**src/rtl/uart_pkg.sv**
```systemverilog
// Shared types and constants for the UART receive path.
package uart_pkg;

  localparam int   UART_DATA_W   = 8;
  localparam logic UART_IDLE_LVL = 1'b1;

  typedef enum logic [2:0] {
    IDLE,
    START,
    DATA,
    PARITY,
    STOP,
    BREAK
  } rx_state_t;

endpackage

```
**src/rtl/receiver_SIPO.sv**
```systemverilog
// Serial-in parallel-out byte register; bits enter at the MSB and shift toward
// the LSB, so after eight shifts the first bit received sits in bit 0.
module receiver_SIPO
  import uart_pkg::*;
(
  input  logic                   clk,
  input  logic                   nrst,
  input  logic                   serial_i,
  input  logic                   shift_en,
  input  logic                   clear,
  output logic [UART_DATA_W-1:0] data_o
);

  logic [UART_DATA_W-1:0] shift_q;

  always_ff @(posedge clk or negedge nrst) begin
    if (!nrst) begin
      shift_q <= '0;
    end else if (clear) begin
      shift_q <= '0;
    end else if (shift_en) begin
      shift_q <= {serial_i, shift_q[UART_DATA_W-1:1]};
    end
  end

  assign data_o = shift_q;

endmodule

```
**src/rtl/uart_receiver.sv**
```systemverilog
// UART receiver: synchronizer, mid-bit sampling FSM and registered status pulses.
// Optional even-parity bit enabled by defining UART_RX_PARITY_EN.
module uart_receiver
  import uart_pkg::*;
#(
  parameter int CLKS_PER_BIT = 16
) (
  input  logic                   clk,
  input  logic                   nrst,
  input  logic                   rx_i,
  output logic [UART_DATA_W-1:0] data_o,
  output logic                   valid_o,
  output logic                   frame_err_o,
  output logic                   parity_err_o,
  output logic                   busy_o
);

  localparam int CNT_W = $clog2(CLKS_PER_BIT);
  localparam int IDX_W = $clog2(UART_DATA_W);
  localparam logic [CNT_W-1:0] CNT_MAX  = CNT_W'(CLKS_PER_BIT - 1);
  localparam logic [CNT_W-1:0] HALF_M1  = CNT_W'(CLKS_PER_BIT / 2 - 1);
  localparam logic [IDX_W-1:0] IDX_LAST = IDX_W'(UART_DATA_W - 1);

  rx_state_t              state_q, state_d;
  logic [CNT_W-1:0]       cnt_q, cnt_d;
  logic [IDX_W-1:0]       idx_q, idx_d;
  logic [UART_DATA_W-1:0] data_q, data_d;
  logic                   valid_q, valid_d;
  logic                   ferr_q, ferr_d;
  logic                   rx_meta_q, rx_s_q;
  logic                   shift_en, sipo_clear;
  logic [UART_DATA_W-1:0] sipo_data;
`ifdef UART_RX_PARITY_EN
  logic                   par_q, par_d;
  logic                   perr_q, perr_d;
`endif

  // Two-flop synchronizer; resets to the idle level so reset never looks like a start bit.
  always_ff @(posedge clk or negedge nrst) begin
    if (!nrst) begin
      rx_meta_q <= UART_IDLE_LVL;
      rx_s_q    <= UART_IDLE_LVL;
    end else begin
      rx_meta_q <= rx_i;
      rx_s_q    <= rx_meta_q;
    end
  end

  receiver_SIPO u_sipo (
    .clk      (clk),
    .nrst     (nrst),
    .serial_i (rx_s_q),
    .shift_en (shift_en),
    .clear    (sipo_clear),
    .data_o   (sipo_data)
  );

  always_ff @(posedge clk or negedge nrst) begin
    if (!nrst) begin
      state_q <= IDLE;
      cnt_q   <= '0;
      idx_q   <= '0;
      data_q  <= '0;
      valid_q <= 1'b0;
      ferr_q  <= 1'b0;
`ifdef UART_RX_PARITY_EN
      par_q   <= 1'b0;
      perr_q  <= 1'b0;
`endif
    end else begin
      state_q <= state_d;
      cnt_q   <= cnt_d;
      idx_q   <= idx_d;
      data_q  <= data_d;
      valid_q <= valid_d;
      ferr_q  <= ferr_d;
`ifdef UART_RX_PARITY_EN
      par_q   <= par_d;
      perr_q  <= perr_d;
`endif
    end
  end

  always_comb begin
    state_d    = state_q;
    cnt_d      = cnt_q;
    idx_d      = idx_q;
    data_d     = data_q;
    valid_d    = 1'b0;
    ferr_d     = 1'b0;
    shift_en   = 1'b0;
    sipo_clear = 1'b0;
`ifdef UART_RX_PARITY_EN
    par_d      = par_q;
    perr_d     = 1'b0;
`endif
    case (state_q)
      IDLE: begin
        cnt_d = '0;
        if (!rx_s_q) state_d = START;
      end
      // Re-check the line at half a bit so short glitches are rejected.
      START: begin
        if (cnt_q == HALF_M1) begin
          cnt_d = '0;
          if (!rx_s_q) begin
            state_d    = DATA;
            idx_d      = '0;
            sipo_clear = 1'b1;
          end else begin
            state_d = IDLE;
          end
        end else begin
          cnt_d = cnt_q + 1'b1;
        end
      end
      DATA: begin
        if (cnt_q == CNT_MAX) begin
          cnt_d    = '0;
          shift_en = 1'b1;
          idx_d    = idx_q + 1'b1;
          if (idx_q == IDX_LAST) begin
`ifdef UART_RX_PARITY_EN
            state_d = PARITY;
`else
            state_d = STOP;
`endif
          end
        end else begin
          cnt_d = cnt_q + 1'b1;
        end
      end
`ifdef UART_RX_PARITY_EN
      PARITY: begin
        if (cnt_q == CNT_MAX) begin
          cnt_d   = '0;
          par_d   = rx_s_q;
          state_d = STOP;
        end else begin
          cnt_d = cnt_q + 1'b1;
        end
      end
`endif
      // Leaving at mid stop bit lets IDLE catch a back-to-back start edge.
      STOP: begin
        if (cnt_q == CNT_MAX) begin
          cnt_d = '0;
          if (rx_s_q) begin
            data_d  = sipo_data;
            state_d = IDLE;
`ifdef UART_RX_PARITY_EN
            if (^{sipo_data, par_q}) perr_d = 1'b1;
            else                     valid_d = 1'b1;
`else
            valid_d = 1'b1;
`endif
          end else begin
            ferr_d  = 1'b1;
            state_d = BREAK;
          end
        end else begin
          cnt_d = cnt_q + 1'b1;
        end
      end
      BREAK: begin
        cnt_d = '0;
        if (rx_s_q) state_d = IDLE;
      end
      default: begin
        state_d = IDLE;
        cnt_d   = '0;
      end
    endcase
  end

  assign data_o      = data_q;
  assign valid_o     = valid_q;
  assign frame_err_o = ferr_q;
  assign busy_o      = (state_q != IDLE);
`ifdef UART_RX_PARITY_EN
  assign parity_err_o = perr_q;
`else
  assign parity_err_o = 1'b0;
`endif

endmodule

```
**config.mk**
```make
export PLATFORM = sky130hd
export DESIGN_NAME = uart_receiver
export DESIGN_NICKNAME = d
export VERILOG_FILES = /design/src/rtl/uart_pkg.sv /design/src/rtl/receiver_SIPO.sv /design/src/rtl/uart_receiver.sv
export SDC_FILE = /design/constraint.sdc
export NUM_CORES = 1
export LEC_CHECK = 0
export ABC_CLOCK_PERIOD_IN_PS = 2300
export BUFFER_PORTS_ARGS = -buffer_cell sky130_fd_sc_hd__buf_4
export CAP_MARGIN = 5
export CORE_AREA = 3 3 49 59
export CTS_CLUSTER_DIAMETER = 30
export DETAILED_ROUTE_END_ITERATION = 12
export DIE_AREA = 0 0 52 62
export PLACE_DENSITY = 0.81
export SYNTH_ARGS = -nofsm -noshare
export SYNTH_HDL_FRONTEND = slang
export SYNTH_SLANG_ARGS = --single-unit
```
**constraint.sdc**
```tcl
create_clock -name clk -period 2.3 [get_ports clk]
set_input_delay 0.115 -clock clk [delete_from_list [all_inputs] [get_ports clk]]
set_output_delay 0.115 -clock clk [all_outputs]
set_load 0.005 [all_outputs]
```
* Yosys cells after proc, flatten, opt, wreduce, memory -nomap -nowiden *
Index checks and enable logic that the tools add are counted.

word-level totals
  flip-flop bits (word level) = 30
  output and inout bits = 12

operators by class
  add/subtract/negate cells = 2
  reductions and logical operators = 8
  equality and inequality tests = 14
  mux-type cells = 28

operators with widths
  kind                   count
  $mux W3                10
  $mux W8                2
  $pmux W3 S5            1
  $ne A2 B2 Y1 const B   7
  $mux W1                10
  $eq A3 B3 Y1 const B   3
  $mux W4                2
  $pmux W4 S2            1
  $pmux W3 S2            1
  $reduce_and A6 Y1      1
  $add A4 B1 Y4 const B  1
  $eq A4 B3 Y1 const B   1
  $eq A4 B4 Y1 const B   1
  $reduce_and A4 Y1      1
  $reduce_bool A2 Y1     2
  $add A3 B1 Y3 const B  1
  $eq A3 B1 Y1 const B   1
  $eq A3 B2 Y1 const B   1
  $logic_not A3 Y1       1
  $reduce_and A3 Y1      1
  $reduce_bool A3 Y1     1
  $mux W2                1
  $reduce_or A2 Y1       1

* Longest topological paths before layout *
  word-level depth = 5
  mapped depth = 5
  mapped depth without buffers = 5

* Modules after synthesis *
From an unflattened synthesis, not the netlist that was laid out.

unflattened totals
  cells, all modules = 105
  area, all modules = 1,393.8 um^2

by module, submodules not included
  module         cells each  instances  area each (um^2)  seq. area each (um^2)
  uart_receiver  79          1          1,068.5           553.0
  receiver_SIPO  26          1          325.3             200.2

* Worst setup path before layout *
Ideal clock, no wire load.

  path type = register to register
  start = register cnt_q[0]
  end = register idx_q[1]
  setup time = 0.120 ns
  slack = 0.774 ns
  data arrival time = 1.406 ns
  required time = 2.180 ns
  path buffers = 0
  period minus slack after synthesis = 1.526 ns
  stages on the path, launching flop included = 5
  cells stage by stage = dfrtp_1 -> ha_1 -> nand4b_4 -> or4_4 -> a31o_1

on the way
  cells in the longest elaborated chain, start to end = 3

ends and longest elaborated chain
  element                                       RTL line                                    text
  from (decl)                                   uart_receiver.sv:25                         logic [CNT_W-1:0] cnt_q, cnt_d;
  from (signal assigned)                        uart_receiver.sv:72                         cnt_q <= cnt_d;
  $eq A4 B4 Y1 or $eq A4 B3 Y1 (tied branches)  uart_receiver.sv:118, uart_receiver.sv:104
  $ne A2 B2 Y1 (no source line)                 -
  $reduce_and A4 Y1 (no source line) *          -
  to (signal assigned)                          uart_receiver.sv:73                         idx_q <= idx_d;
  to (decl)                                     uart_receiver.sv:26                         logic [IDX_W-1:0] idx_q, idx_d;

Mark *: on every way between the ends. The rest lies on a longest branch, timed or not.
A chain may end at the register's enable or synchronous reset.

* Worst setup path in the final report *
  start = register cnt_q[0]
  end = register data_q[0] (netlist: data_o[0])

on the way
  cells in the longest elaborated chain, start to end = 2

ends and longest elaborated chain
  element                             RTL line              text
  $eq A4 B4 Y1                        uart_receiver.sv:146  if (cnt_q == CNT_MAX) begin
  $reduce_and A3 Y1 (no source line)  -
  to (signal assigned)                uart_receiver.sv:74   data_q <= data_d;
  to (decl)                           uart_receiver.sv:27   logic [UART_DATA_W-1:0] data_q, data_d;

No other way between the ends.

==> insert_results.sql <==
INSERT INTO impl_metrics (metric_group, metric, value, unit) VALUES
('grt', 'gr-usage-all-layers', '19.3', '%'),
('pwr', 'power_report.internal_total', '0.000827', 'W'),
('timing', 'setup-tns-final', '0', 'ns'),
('timing', 'timing.final.max_slew_violations', '0', ''),
('setup_path', 'critical_path.startpoint_type', 'register', ''),
('setup_path', 'cp_slowest_stage_delay', '0.46', 'ns'),
('setup_path', 'path_buf_inv', '0', ''),
('floorplan', 'standard_cell_core_area', '2350', 'µm²'),
('timing', 'max_slew_margin', '53.8', '%'),
('placement', 'place_hpwl', '1.89', 'mm'),
('synth', 'synth.cell_area', '1400', 'µm²'),
('clocking', 'cts_post_setup_buffers_inserted', '0', ''),
('pwr', 'max-vdd-ir-drop', '522', 'µV'),
('synth', 'synth_nets', '127', ''),
('pwr', 'sequentialPowerShare', '55.2', '%'),
('final_layout', 'utilization', '66.6', '%'),
('flow_run', 'max_cap_viol_count', '0', ''),
('timing', 'layout_worst_path_cycle_share', '87.1', '%'),
('drt', 'drtIter0Drc', '19', ''),
('final_layout', 'number_of_diodes_added_for_antenna_fixing', '0', ''),
('timing', 'timing.final.setup_violations', '0', ''),
('pwr', 'netSwitchingPower', '0.000375', 'W'),
('grt', 'grt_overflow_total', '0', ''),
('setup_path', 'regToRegSetupSlack', '0.30', 'ns'),
('pwr', 'power.total', '0.00120', 'W'),
('clocking', 'tritoncts_num_sinks', '30', ''),
('floorplan', 'placement_rows', '19', ''),
('synth', 'avgSynthCellArea', '11.5', 'µm²'),
('drt', 'drtAntennaViolNets', '0', ''),
('synth', 'synth.yosys.warnings', '0', ''),
('setup_path', 'critical_path.slowest_cell', 'and3_1', ''),
('clocking', 'cts.root.buffer_cell', 'clkbuf_4', ''),
('floorplan', 'dieArea', '3220', 'µm²'),
('setup_path', 'rr_startpoint', 'cnt_q[0]', ''),
('synth', 'synth-async-reset-ratio', '100', '%'),
('timing', 'final.setup_skew', '0.00757', 'ns'),
('timing', 'max_slew.worst_pin.slew', '0.687', 'ns'),
('drt', 'vias_post_dr', '984', ''),
('synth', 'synth_commonest_cells', '28 x dfrtp_1, 11 x nand3_1, 10 x o21ai_0', ''),
('final_layout', 'layout-area-overhead-vs-synth', '12.3', '%'),
('drt', 'detail_route.wl_per_cell', '15.7', 'µm'),
('setup_path', 'critical_path.reg2reg.endpoint', 'data_o[0]', ''),
('drt', 'via_per_inst', '5.89', ''),
('setup_path', 'timing.critical_path.max_delay_family', 'simple AND/OR/NAND/NOR gates', ''),
('grt', 'grt_start_max_net_pins', '31', ''),
('setup_path', 'timing_worst_setup_path_type', 'reg -> reg', ''),
('synth', 'synth_ff_type', 'dfrtp_1', ''),
('run_status', 'outcome', 'finished, final reports clean', ''),
('clocking', 'insertion_delay', '0.33', 'ns'),
('setup_path', 'worstPathCellList', 'ha_1 -> and3_1 -> nand3_2 -> mux2_1', ''),
('synth', 'post-synth-top-count-cell', 'dfrtp_1', ''),
('synth', 'ys_seq_area_share', '53.9', '%'),
('synth', 'yosysTopAreaCell', 'dfrtp_1', ''),
('final_layout', 'layout-drive-gt1-share', '26.5', '%'),
('setup_path', 'required', '2.51', 'ns'),
('setup_path', 'setup.worst_path.end_class', 'register', ''),
('synth', 'synth_seq_cells', '30', ''),
('timing', 'rsz0062_at_grt', 'false', ''),
('grt', 'via_count_of_the_first_global_routing_pass', '945', ''),
('synth', 'synth_cell_type_count', '38', ''),
('setup_path', 'cp.arrival', '2.21', 'ns'),
('floorplan', 'initial_utilization', '59.3', '%'),
('drt', 'total_drc_errors_in_the_routed_layout', '0', ''),
('synth', 'synth_enable_flop_cells', '0', ''),
('synth', 'netlist_instances', '121', ''),
('placement', 'place.port_buffers', '13', ''),
('timing', 'timing_hold_violations_final', '0', ''),
('pwr', 'total_leakage_power', '0.753', 'nW'),
('min_path', 'holdCritPathClass', 'in -> async', ''),
('synth', 'synth_largest_type_area_fraction', '50.2', '%'),
('setup_path', 'reg2reg_depth', '4', '');
worst max path at each step:
stage,to,cells after the start,startpoint
global route,data_o[0],4,cnt_q[0]
finish,data_o[0],4,cnt_q[0]
floorplan,idx_q[1],4,cnt_q[0]
detailed placement,data_o[0],4,cnt_q[0]
CTS,data_o[0],4,cnt_q[0]
global placement,data_o[6],4,cnt_q[0]
per-stage QoR:
stage	worst slack [ns]	cells	hold slack (ns)	instance area, µm²
floorplan	0.774	121	-0.181	1400
global placement	0.459	157	0.0528	1490
detailed placement	0.307	157	0.0594	1490
CTS	0.292	167	0.242	1570
global route	0.155	167	0.257	1570
finish	0.298	167	0.241	1570
cells by family after synthesis:
logic type                 after synthesis  share of synthesized area, %
AOI/OAI and AO/OA                       25                          10.8
and+or+nand+nor                         41                          20.4
xor gates and xnor gates                 2                          1.25
adders and majority gates                3                          2.69
buffers and inverters                   11                          4.21
other                                    1                         0.269
muxes                                    8                          6.45
DFF                                     30                          53.9
layer usage:
metal / vias to the layer above / share of wire, % / global-route usage [%]
met5: - / 0 / 0
met4: 0 / 2.2 / 10.1
met3: 6 / 4.1 / 7.16
met2: 19 / 54 / 35.4
met1: 490 / 40 / 18.9
li1: 469 / - / -
flip-flops by register name, indices dropped and copies added (netlist names):
| signal | cells |
|---|---|
| rx_meta_q | 1 |
| state_q | 3 |
| valid_o | 1 |
| u_sipo.data_o | 8 |
| frame_err_o | 1 |
| idx_q | 3 |
| data_o | 8 |
| rx_s_q | 1 |
| cnt_q | 4 |
cell usage in the layout, fill, tap and decap left out, types with 3 or more instances in the layout:
| cell | n |
|---|---|
| o21ai_0 | 10 |
| a21oi_1 | 7 |
| dfrtp_1 | 28 |
| nand3_1 | 11 |
| clkbuf_4 | 5 |
| nor3_1 | 4 |
| ha_1 | 3 |
| buf_4 | 14 |
| mux2_2 | 6 |
| a31o_1 | 3 |
| nand2_1 | 4 |
| and3_1 | 4 |
power groups by stage:
stage	Sequential, W	Combinational (W)	Clock (W)
2_1_floorplan	0.000602	0.000241	0
3_3_place_gp	0.000666	0.000208	0
3_5_place_dp	0.000672	0.000222	0
4_1_cts	0.000662	0.000229	0.000326
5_1_grt	0.000676	0.000257	0.000348
6_report	0.000663	0.000223	0.000316
area by class of cell:
| type | instances | area, µm² |
|---|---|---|
| clock buffer | 8 | 58.8 |
| timing repair buffer | 16 | 125 |
| tap | 31 | 38.8 |
| multi-input combinational | 80 | 584 |
| fill | 187 | 786 |
| sequential | 30 | 753 |
| inverter | 2 | 7.51 |
worst register-to-register path, delay by kind of cell (launching register included):
kind,cells,cell delay [ns]
flops,1,0.38
simple gates,2,0.78
mux,1,0.41
fa+ha+maj,1,0.33
what timing repair did:
item,in CTS,in global routing
setup endpoints to repair,0,0
hold endpoints to repair,31,0
gates resized for setup,0,0
hold buffers,2,0
Power figures use the tool's default switching activity.
